File: config.mk
export PLATFORM = sky130hd
export DESIGN_NAME = dly_pool_sched
export DESIGN_NICKNAME = d
export VERILOG_FILES = /design/src/rtl/dly_pool_sched.sv
export SDC_FILE = /design/constraint.sdc
export NUM_CORES = 1
export LEC_CHECK = 0
export BUFFER_PORTS_ARGS = -buffer_cell sky130_fd_sc_hd__buf_2
export CAP_MARGIN = 20
export CORE_MARGIN = 2
export CORE_UTILIZATION = 47
export CTS_BUF_LIST = sky130_fd_sc_hd__clkbuf_8
export DETAILED_ROUTE_END_ITERATION = 10
export PLACE_DENSITY = 0.69
export SYNTH_ARGS = -nofsm -noshare
export SYNTH_HDL_FRONTEND = slang
export SYNTH_SLANG_ARGS = --single-unit
File: constraint.sdc
create_clock -name clk -period 5.44 [get_ports clk]
set_input_delay 1.088 -clock clk [delete_from_list [all_inputs] [get_ports clk]]
set_output_delay 1.088 -clock clk [all_outputs]
set_load 0.01 [all_outputs]
File: src/rtl/dly_pool_sched.sv
// Shared pool of NTMR programmable down-counters serving NREQ one-shot delay
// requesters with fixed-priority allocation, queuing, abort and overrun flags.
module dly_pool_sched #(
   parameter int NREQ = 4,
   parameter int NTMR = 2,
   parameter int DW   = 8
) (
   input  logic              clk,
   input  logic              reset,
   input  logic [NREQ-1:0]   req,
   input  logic [NREQ*DW-1:0] dly,
   input  logic [NREQ-1:0]   abort,
   input  logic              clr_ovr,
   output logic [NREQ-1:0]   done,
   output logic [NREQ-1:0]   busy,
   output logic [NREQ-1:0]   ovr
);

   localparam int OW = (NREQ > 1) ? $clog2(NREQ) : 1;

   logic [DW-1:0]   r_cnt  [NTMR];
   logic [OW-1:0]   r_own  [NTMR];
   logic [NREQ-1:0] r_pend;
   logic [DW-1:0]   r_pdly [NREQ];
   logic [NREQ-1:0] r_done;
   logic [NREQ-1:0] r_busy;
   logic [NREQ-1:0] r_ovr;

   logic [DW-1:0]   w_cnt_n  [NTMR];
   logic [OW-1:0]   w_own_n  [NTMR];
   logic [NREQ-1:0] w_pend_n;
   logic [DW-1:0]   w_pdly_n [NREQ];
   logic [NREQ-1:0] w_done_n;
   logic [NREQ-1:0] w_busy_n;
   logic [NREQ-1:0] w_ovr_n;
   logic [NREQ-1:0] w_acc;
   logic [NREQ-1:0] w_cand;
   logic [NTMR-1:0] w_taken;
   logic [DW-1:0]   w_d;
   logic            w_found;

   always_comb begin
      w_cnt_n  = r_cnt;
      w_own_n  = r_own;
      w_pend_n = r_pend;
      w_pdly_n = r_pdly;
      w_done_n = '0;
      w_busy_n = '0;
      w_ovr_n  = clr_ovr ? '0 : r_ovr;
      w_acc    = '0;
      w_cand   = '0;
      w_taken  = '0;
      w_d      = '0;
      w_found  = 1'b0;

      // Running timers: an aborted owner kills its timer and its done pulse.
      for (int t = 0; t < NTMR; t++) begin
         if (r_cnt[t] != '0) begin
            if (abort[r_own[t]]) begin
               w_cnt_n[t] = '0;
            end else begin
               w_cnt_n[t] = r_cnt[t] - 1'b1;
               if (r_cnt[t] == DW'(1))
                  w_done_n[r_own[t]] = 1'b1;
            end
         end
      end

      // Request filtering; a set from a dropped req wins over clr_ovr.
      for (int i = 0; i < NREQ; i++) begin
         if (abort[i]) begin
            w_pend_n[i] = 1'b0;
         end else if (req[i]) begin
            if (r_busy[i]) w_ovr_n[i] = 1'b1;
            else           w_acc[i]   = 1'b1;
         end
         w_cand[i] = (r_pend[i] & ~abort[i]) | w_acc[i];
      end

      // Fixed-priority allocation: timers free only when cnt==0 at this edge.
      for (int i = 0; i < NREQ; i++) begin
         if (w_cand[i]) begin
            w_d = r_pend[i] ? r_pdly[i] : dly[i*DW +: DW];
            if (w_d == '0) w_d = DW'(1);
            w_found = 1'b0;
            for (int t = 0; t < NTMR; t++) begin
               if (!w_found && r_cnt[t] == '0 && !w_taken[t]) begin
                  w_found    = 1'b1;
                  w_taken[t] = 1'b1;
                  w_cnt_n[t] = w_d;
                  w_own_n[t] = OW'(i);
               end
            end
            w_pend_n[i] = ~w_found;
            w_pdly_n[i] = w_d;
         end
      end

      for (int i = 0; i < NREQ; i++) begin
         w_busy_n[i] = w_pend_n[i];
         for (int t = 0; t < NTMR; t++)
            if (w_cnt_n[t] != '0 && w_own_n[t] == OW'(i))
               w_busy_n[i] = 1'b1;
      end
   end

   always_ff @(posedge clk or negedge reset) begin
      if (!reset) begin
         for (int t = 0; t < NTMR; t++) r_cnt[t] <= '0;
         r_pend <= '0;
         r_done <= '0;
         r_busy <= '0;
         r_ovr  <= '0;
      end else begin
         r_cnt  <= w_cnt_n;
         r_pend <= w_pend_n;
         r_done <= w_done_n;
         r_busy <= w_busy_n;
         r_ovr  <= w_ovr_n;
      end
   end

   // Owner and queued-delay payloads are only meaningful alongside cnt/pend.
   always_ff @(posedge clk) begin
      r_own  <= w_own_n;
      r_pdly <= w_pdly_n;
   end

   assign done = r_done;
   assign busy = r_busy;
   assign ovr  = r_ovr;

endmodule
==> key figures, run 1 <==
Run status
  – Status: completed

Floorplanning
  – Ports: 55
  – Die ar.: 0.00951 mm^2
  – Core box area: 0.00859 mm^2
  – Starting Density: 0.478
  – Die W: 97.5 um
  – # rows: 34
  – DIE HEIGHT: 97.5 um

CTS
  – Maximum buffer depth of the clock tree: 2
  – Root Driver: clkbuf_8
  – Clk sink count: 68
  – H-tree Lvls: 3
  – Clock slew at reported path FFs: 0.08 ns
  – Number of setup buffers added after CTS: 0
  – Skew-Pair Late Insertion Delay: 0.36 ns
  – CTS tree: built
  – Hold-fix buffers, CTS: 0
  – Post-cts sizing count: 0
  – Total CTS buffers: 9

Job
  – MaxCap Viol Count: 0

Yosys
  – Post-synth top flop: edfxtp_1
  – Warnings from Yosys: 0
  – Yosys reg bits: 68
  – Synth Area per Inst: 10.4 um^2
  – Asr flop ratio synth: 0.471
  – Syn Std Cell Area: 0.00411 mm^2
  – EDFF count, synth: 32
  – Cell variety after synth: 74
  – Sequential element share of the synthesized area: 0.448
  – Cells after Synth: 396
  – Mapped Nets: 445

Worst setup path
  – CP Depth: 12
  – CP startpoint kind: input port
  – CP peak stage delay: 0.58 ns
  – Element type at the critical path end: flip-flop
  – Critical-path top delay cell: inv_1
  – Worst Path Max Fanout: 22
  – Crit path max-delay family: compound AO/OA/AOI/OAI gates
  – CP Cell Sequence: buf_2 > nor2b_1 > o21bai_1 > buf_4 > inv_1 > xnor2_1 > o211ai_1 > a21oi_1 > a221o_1 > or2_4 > nor4_4 > o21ai_1
  – Setup Crit Path Kind: input port to flip-flop
  – Worst path bufs/invs: 3
  – CP arrival: 4.06 ns
  – FF-to-FF path depth: 11
  – Critical path required time: 5.67 ns

STA
  – Tmin final: 3.83 ns
  – Final setup viols: 0
  – Setup_tns: 0 ns
  – Setup Skew: 0.0119 ns
  – Final period utilization: 0.704
  – Final Max Tran Viols: 0
  – Tightest Pin Transition: 0.764 ns
  – Maximum clock frequency: 261 MHz
  – RSZ-0062 raised after global routing: false
  – Worst setup margin: 1.61 ns
  – Max_slew headroom: 0.490
  – Final Hold Viols: 0

Place
  – RePlAce Congestion: 0.967
  – Port Buf Inserts: 54
  – Pre-CTS setup slack: 1.31 ns
  – Dpl cells: 547
  – Post-DP HPWL: 9.08 mm

Min path
  – Hold depth: 1
  – Worst min-delay path category: flip-flop to flip-flop

Power
  – Clock group share of total power: 0.163
  – Share of total power in combinational logic: 0.506
  – Net Sw Power: 1.19 mW
  – Seq pwr share: 0.331
  – Internal Pwr Total: 1.49 mW
  – Peak supply drop: 0.000241 V
  – Net Sw Frac: 0.444
  – P per Cell Area: 572 mW/mm^2
  – Overall power: 2.67 mW
  – Leakage: 1.93 nW

Final layout
  – Layout Cells excl Fill: 563
  – Share of layout cells above drive strength 1: 0.253
  – Ant. Diodes: 0
  – Area Growth Syn to Fin: 13.6%
  – Final #Nets: 499
  – Post-layout util: 0.543

Detailed routing
  – Drt initial violations: 373
  – Average routed wire per standard cell: 20.9 um
  – Via density: 6.41
  – Antenna Nets Post-Route: 0
  – Drt drc: 0
  – Drt first pass iters: 6
  – Final WL: 11.8 mm
  – Via count: 3,610

Global route
  – Initial antenna violation count: 0
  – First-pass GRT wire length: 18.8 mm
  – Vias in the first global route: 3,446
  – Total GRT Usage: 0.254
  – Largest net degree at the start of global routing: 33
  – GR Overflow Total: 0
-- routing by layer --
metal | part of all wire | track usage | wire length [um] | vias up
met5 | 0 | 0 | 0 | -
met4 | 0.032 | 0.0940 | 375 | 0
met3 | 0.082 | 0.0568 | 961 | 39
met2 | 0.46 | 0.392 | 5450 | 192
met1 | 0.42 | 0.352 | 5000 | 1750
li1 | - | - | - | 1629
-- cell usage in the layout (no fill, tap or decap), types with 3 or more instances in the layout --
cell,n
buf_2,54
dfrtp_1,32
edfxtp_1,32
inv_1,27
nor2_1,26
nand2_1,24
mux2_2,23
mux2i_1,16
o21ai_0,15
a21oi_1,15
nor3_1,14
nand3_1,14
nor4_1,10
clkbuf_8,10
a211oi_1,9
or4_1,6
xnor2_1,6
ha_1,6
nand2b_1,5
o22ai_1,5
o21ai_1,5
o31ai_1,5
a21o_1,4
and3_1,4
o221ai_1,4
o2bb2ai_1,4
dfxtp_1,4
nor3b_1,3
nor2b_1,3
xor2_1,3
or3_1,3
a221oi_1,3
nand4_1,3
a31oi_1,3
buf_4,3
-- stage by stage --
step	hold slack, ns	cell area [um^2]
3_3_place_gp	0.466	4470
6_report	0.488	4670
3_5_place_dp	0.476	4470
4_1_cts	0.494	4670
5_1_grt	0.506	4670
2_1_floorplan	0.471	4110
-- synth_stat cells, types with 5 or more instances --
master | count | area (um^2)
nand2b_1 | 5 | 31.3
dfrtp_1 | 32 | 801
nand3_1 | 14 | 70.1
nor2_1 | 26 | 97.6
a21oi_1 | 15 | 75.1
o31ai_1 | 5 | 37.5
nor4_1 | 10 | 62.6
edfxtp_1 | 32 | 961
inv_1 | 27 | 101
o22ai_1 | 5 | 31.3
ha_1 | 6 | 75.1
nor3_1 | 14 | 70.1
clkbuf_1 | 5 | 18.8
a211oi_1 | 9 | 67.6
nand2_1 | 24 | 90.1
mux2_2 | 23 | 259
buf_2 | 8 | 40.0
o21ai_1 | 5 | 25.0
mux2i_1 | 16 | 160
xnor2_1 | 6 | 52.6
or4_1 | 6 | 45.0
o21ai_0 | 15 | 75.1
-- path summary, 6_finish.rpt --
kind | startpoint | endpoint | slack, ns
min in group asynchronous | reset | done[3] | 0.78
worst min-delay path | ovr[3] | ovr[3] | 0.49
max in group asynchronous | reset | r_cnt[0] | 4.17
worst max register to register | r_cnt[8] | busy[3] | 1.69
worst min register to register | ovr[3] | ovr[3] | 0.49
worst max-delay path | req[1] | busy[3] | 1.61
-- state kept, by name, summed over array words and instances (netlist names) --
signal	cells
r_pend	4
ovr	4
busy	4
r_pdly	32
done	4
r_cnt	16
r_own	4
-- final cells by class --
cell class                      instances  area, um^2
Sequential cell                        68        1840
Clock inverter                          6        61.3
Timing Repair Buffer                   57         293
Clock buffer                           10         138
Tap cell                              108         135
Multi-Input combinational cell        286        2100
Inverter                               28         105
Fill cell                             824        3920
-- logic make-up after synthesis --
| family | after synthesis | share of synthesized area |
|---|---|---|
| AOI/OAI and AO/OA | 100 | 0.175 |
| muxes | 41 | 0.113 |
| buffers and inverters | 42 | 0.0417 |
| and+or+nand+nor | 130 | 0.185 |
| DFF | 68 | 0.448 |
| adders and majority gates | 6 | 0.0183 |
| xor gates and xnor gates | 9 | 0.0192 |
-- power groups by stage --
stage	sequential, mW	clock (mW)	combinational (mW)
5_1_grt	0.905	0.461	1.47
2_1_floorplan	0.828	0	1.01
6_report	0.885	0.435	1.35
3_3_place_gp	0.888	0	1.31
3_5_place_dp	0.895	0	1.32
4_1_cts	0.884	0.437	1.33
Power figures use the tool's default switching activity.
==> run 2: changes to the inputs <==
clock period = 3.66 ns   (was 5.44 ns; I/O delays follow)
==> key figures, run 2 (synthesized netlist as in run 1, its figures left out) <==
Run status
  – Status: completed (unchanged)

Floorplanning
  – Die ar.: 0.00951 mm^2 (unchanged)
  – # rows: 34 (unchanged)
  – Starting Density: 0.478 (unchanged)
  – Die W: 97.5 um (unchanged)
  – DIE HEIGHT: 97.5 um (unchanged)
  – Core box area: 0.00859 mm^2 (unchanged)
  – Ports: 55 (unchanged)

STA
  – RSZ-0062 raised after global routing: false (unchanged)
  – Final period utilization: 0.917
  – Setup_tns: 0 ns (unchanged)
  – Final Hold Viols: 0 (unchanged)
  – Tmin final: 3.36 ns
  – Max_slew headroom: 0.502 (was 0.490)
  – Tightest Pin Transition: 0.748 ns (was 0.764 ns)
  – Maximum clock frequency: 298 MHz
  – Worst Hold Slack: 0.426 ns (was 0.488 ns)
  – Setup Skew: 0.0136 ns (was 0.0119 ns)
  – Final setup viols: 0 (unchanged)
  – Final Max Tran Viols: 0 (unchanged)

Final layout
  – Area Growth Syn to Fin: 17.8% (was 13.6%)
  – Layout Cells excl Fill: 583 (was 563)
  – Most frequent cells in the layout: buf_2 (54), dfrtp_1 (32), edfxtp_1 (32), inv_1 (29), nor2_1 (26) (was buf_2 (54), dfrtp_1 (32), edfxtp_1 (32), inv_1 (27), nor2_1 (26))
  – Biggest register: r_pdly (unchanged)
  – Post-layout util: 0.563 (was 0.543)
  – Max FFs per register: 32 (unchanged)
  – Most common cell after layout, fill and taps aside: buf_2 (unchanged)
  – Biggest regs: r_pdly (32), r_cnt (16) (unchanged)
  – Share of layout cells above drive strength 1: 0.280 (was 0.253)
  – Final #Nets: 519 (was 499)
  – Ant. Diodes: 0 (unchanged)

Worst setup path
  – CP Cell Sequence: inv_1 > ha_1 > nor3b_1 > buf_4 > and2_1 > xnor2_1 > nand3_1 > mux2i_1 > a221o_1 > or2_4 > nor4_4 > o311ai_1 (was buf_2 > nor2b_1 > o21bai_1 > buf_4 > inv_1 > xnor2_1 > o211ai_1 > a21oi_1 > a221o_1 > or2_4 > nor4_4 > o21ai_1)
  – CP peak stage delay: 0.48 ns (was 0.58 ns)
  – Worst path bufs/invs: 2 (was 3)
  – Element type at the critical path end: flip-flop (unchanged)
  – Worst Path Max Fanout: 6 (was 22)
  – Crit path max-delay family: simple AND/OR/NAND/NOR gates (was compound AO/OA/AOI/OAI gates)
  – Critical path required time: 3.88 ns (was 5.67 ns)
  – CP arrival: 3.58 ns (was 4.06 ns)
  – CP startpoint kind: flip-flop (was input port)
  – Setup Crit Path Kind: flip-flop to flip-flop (was input port to flip-flop)
  – Critical-path top delay cell: dfrtp_1 (was inv_1)

Min path
  – Worst min-delay path category: input port to async pin (was flip-flop to flip-flop)

CTS
  – Hold-fix buffers, CTS: 0 (unchanged)
  – H-tree Lvls: 3 (unchanged)
  – Root Driver: clkbuf_8 (unchanged)
  – Post-cts sizing count: 0 (unchanged)
  – Clk sink count: 68 (unchanged)
  – Skew-Pair Late Insertion Delay: 0.36 ns (about the same)
  – Maximum buffer depth of the clock tree: 2 (unchanged)
  – CTS tree: built (unchanged)
  – Clock slew at reported path FFs: 0.08 ns (about the same)
  – Total CTS buffers: 9 (unchanged)
  – Number of setup buffers added after CTS: 0 (unchanged)

Detailed routing
  – Antenna Nets Post-Route: 0 (unchanged)
  – Average routed wire per standard cell: 21.3 um (was 20.9 um)
  – Final WL: 12.4 mm (was 11.8 mm)
  – Via density: 6.17 (was 6.41)
  – Drt first pass iters: 5 (was 6)
  – Drt initial violations: 332 (was 373)
  – Drt drc: 0 (unchanged)
  – Via count: 3,597 (was 3,610)

Global route
  – First-pass GRT wire length: 19.8 mm (was 18.8 mm)
  – Largest net degree at the start of global routing: 33 (unchanged)
  – Vias in the first global route: 3,637 (was 3,446)
  – Total GRT Usage: 0.271 (was 0.254)
  – GR Overflow Total: 0 (unchanged)
  – Initial antenna violation count: 0 (unchanged)

Place
  – Dpl cells: 567 (was 547)
  – Port Buf Inserts: 54 (unchanged)
  – Post-DP HPWL: 9.61 mm (was 9.08 mm)
  – RePlAce Congestion: 0.994 (was 0.967)

Job
  – MaxCap Viol Count: 0 (unchanged)

Power
  – P per Cell Area: 867 mW/mm^2 (was 572 mW/mm^2)
  – Peak supply drop: 0.000372 V (was 0.000241 V)
  – Leakage: 2.04 nW (was 1.93 nW)
[run 2: cell types whose count changed in the layout (fill, tap and decap cells not counted), sizes merged]
cell,previous run,this run
buf,57,77
bufinv,1,2
clkbuf,10,9
[run 2: cell type report]
cell class | instances | area [um^2]
repair buffers | 77 | 443
fillers | 779 | 3750
flip-flops and latches | 68 | 1840
clock inverters | 7 | 93.8
multi-input cells | 286 | 2100
inverters | 28 | 105
clock buffers | 9 | 124
well taps | 108 | 135
[run 2: layer usage]
metal | up-vias | global-route usage | routed length (um)
li1 | 1675 | - | -
met1 | 1743 | 0.376 | 5560
met2 | 154 | 0.417 | 5690
met3 | 25 | 0.0597 | 850
met4 | 0 | 0.105 | 312
met5 | - | 0 | 0
[run 2: worst paths after layout]
kind	endpoint	startpoint	depth (start not counted)	slack (ns)
worst max-delay path	busy[0]	r_cnt[8]	12	0.30
worst min-delay path	ovr[0]	reset	1	0.43
worst max register to register	busy[0]	r_cnt[8]	12	0.30
worst min register to register	ovr[3]	ovr[3]	1	0.49
max in group asynchronous	r_cnt[9]	reset	1	2.74
min in group clk	ovr[3]	ovr[3]	1	0.49
[run 2: power by group]
group	switching [mW]	total, mW	internal (mW)
logic	1.27	2.18	0.905
registers	0.250	1.32	1.07
clock network	0.317	0.699	0.382
[run 2: stage by stage]
| stage | cell area, um^2 | setup slack [ns] | power (mW) |
|---|---|---|---|
| 2_1_floorplan | 4110 | 0.536 | 2.73 |
| 3_3_place_gp | 4620 | 0.403 | 3.41 |
| 3_5_place_dp | 4620 | 0.296 | 3.45 |
| 4_1_cts | 4840 | 0.358 | 4.15 |
| 5_1_grt | 4840 | 0.118 | 4.43 |
| 6_report | 4840 | 0.303 | 4.19 |
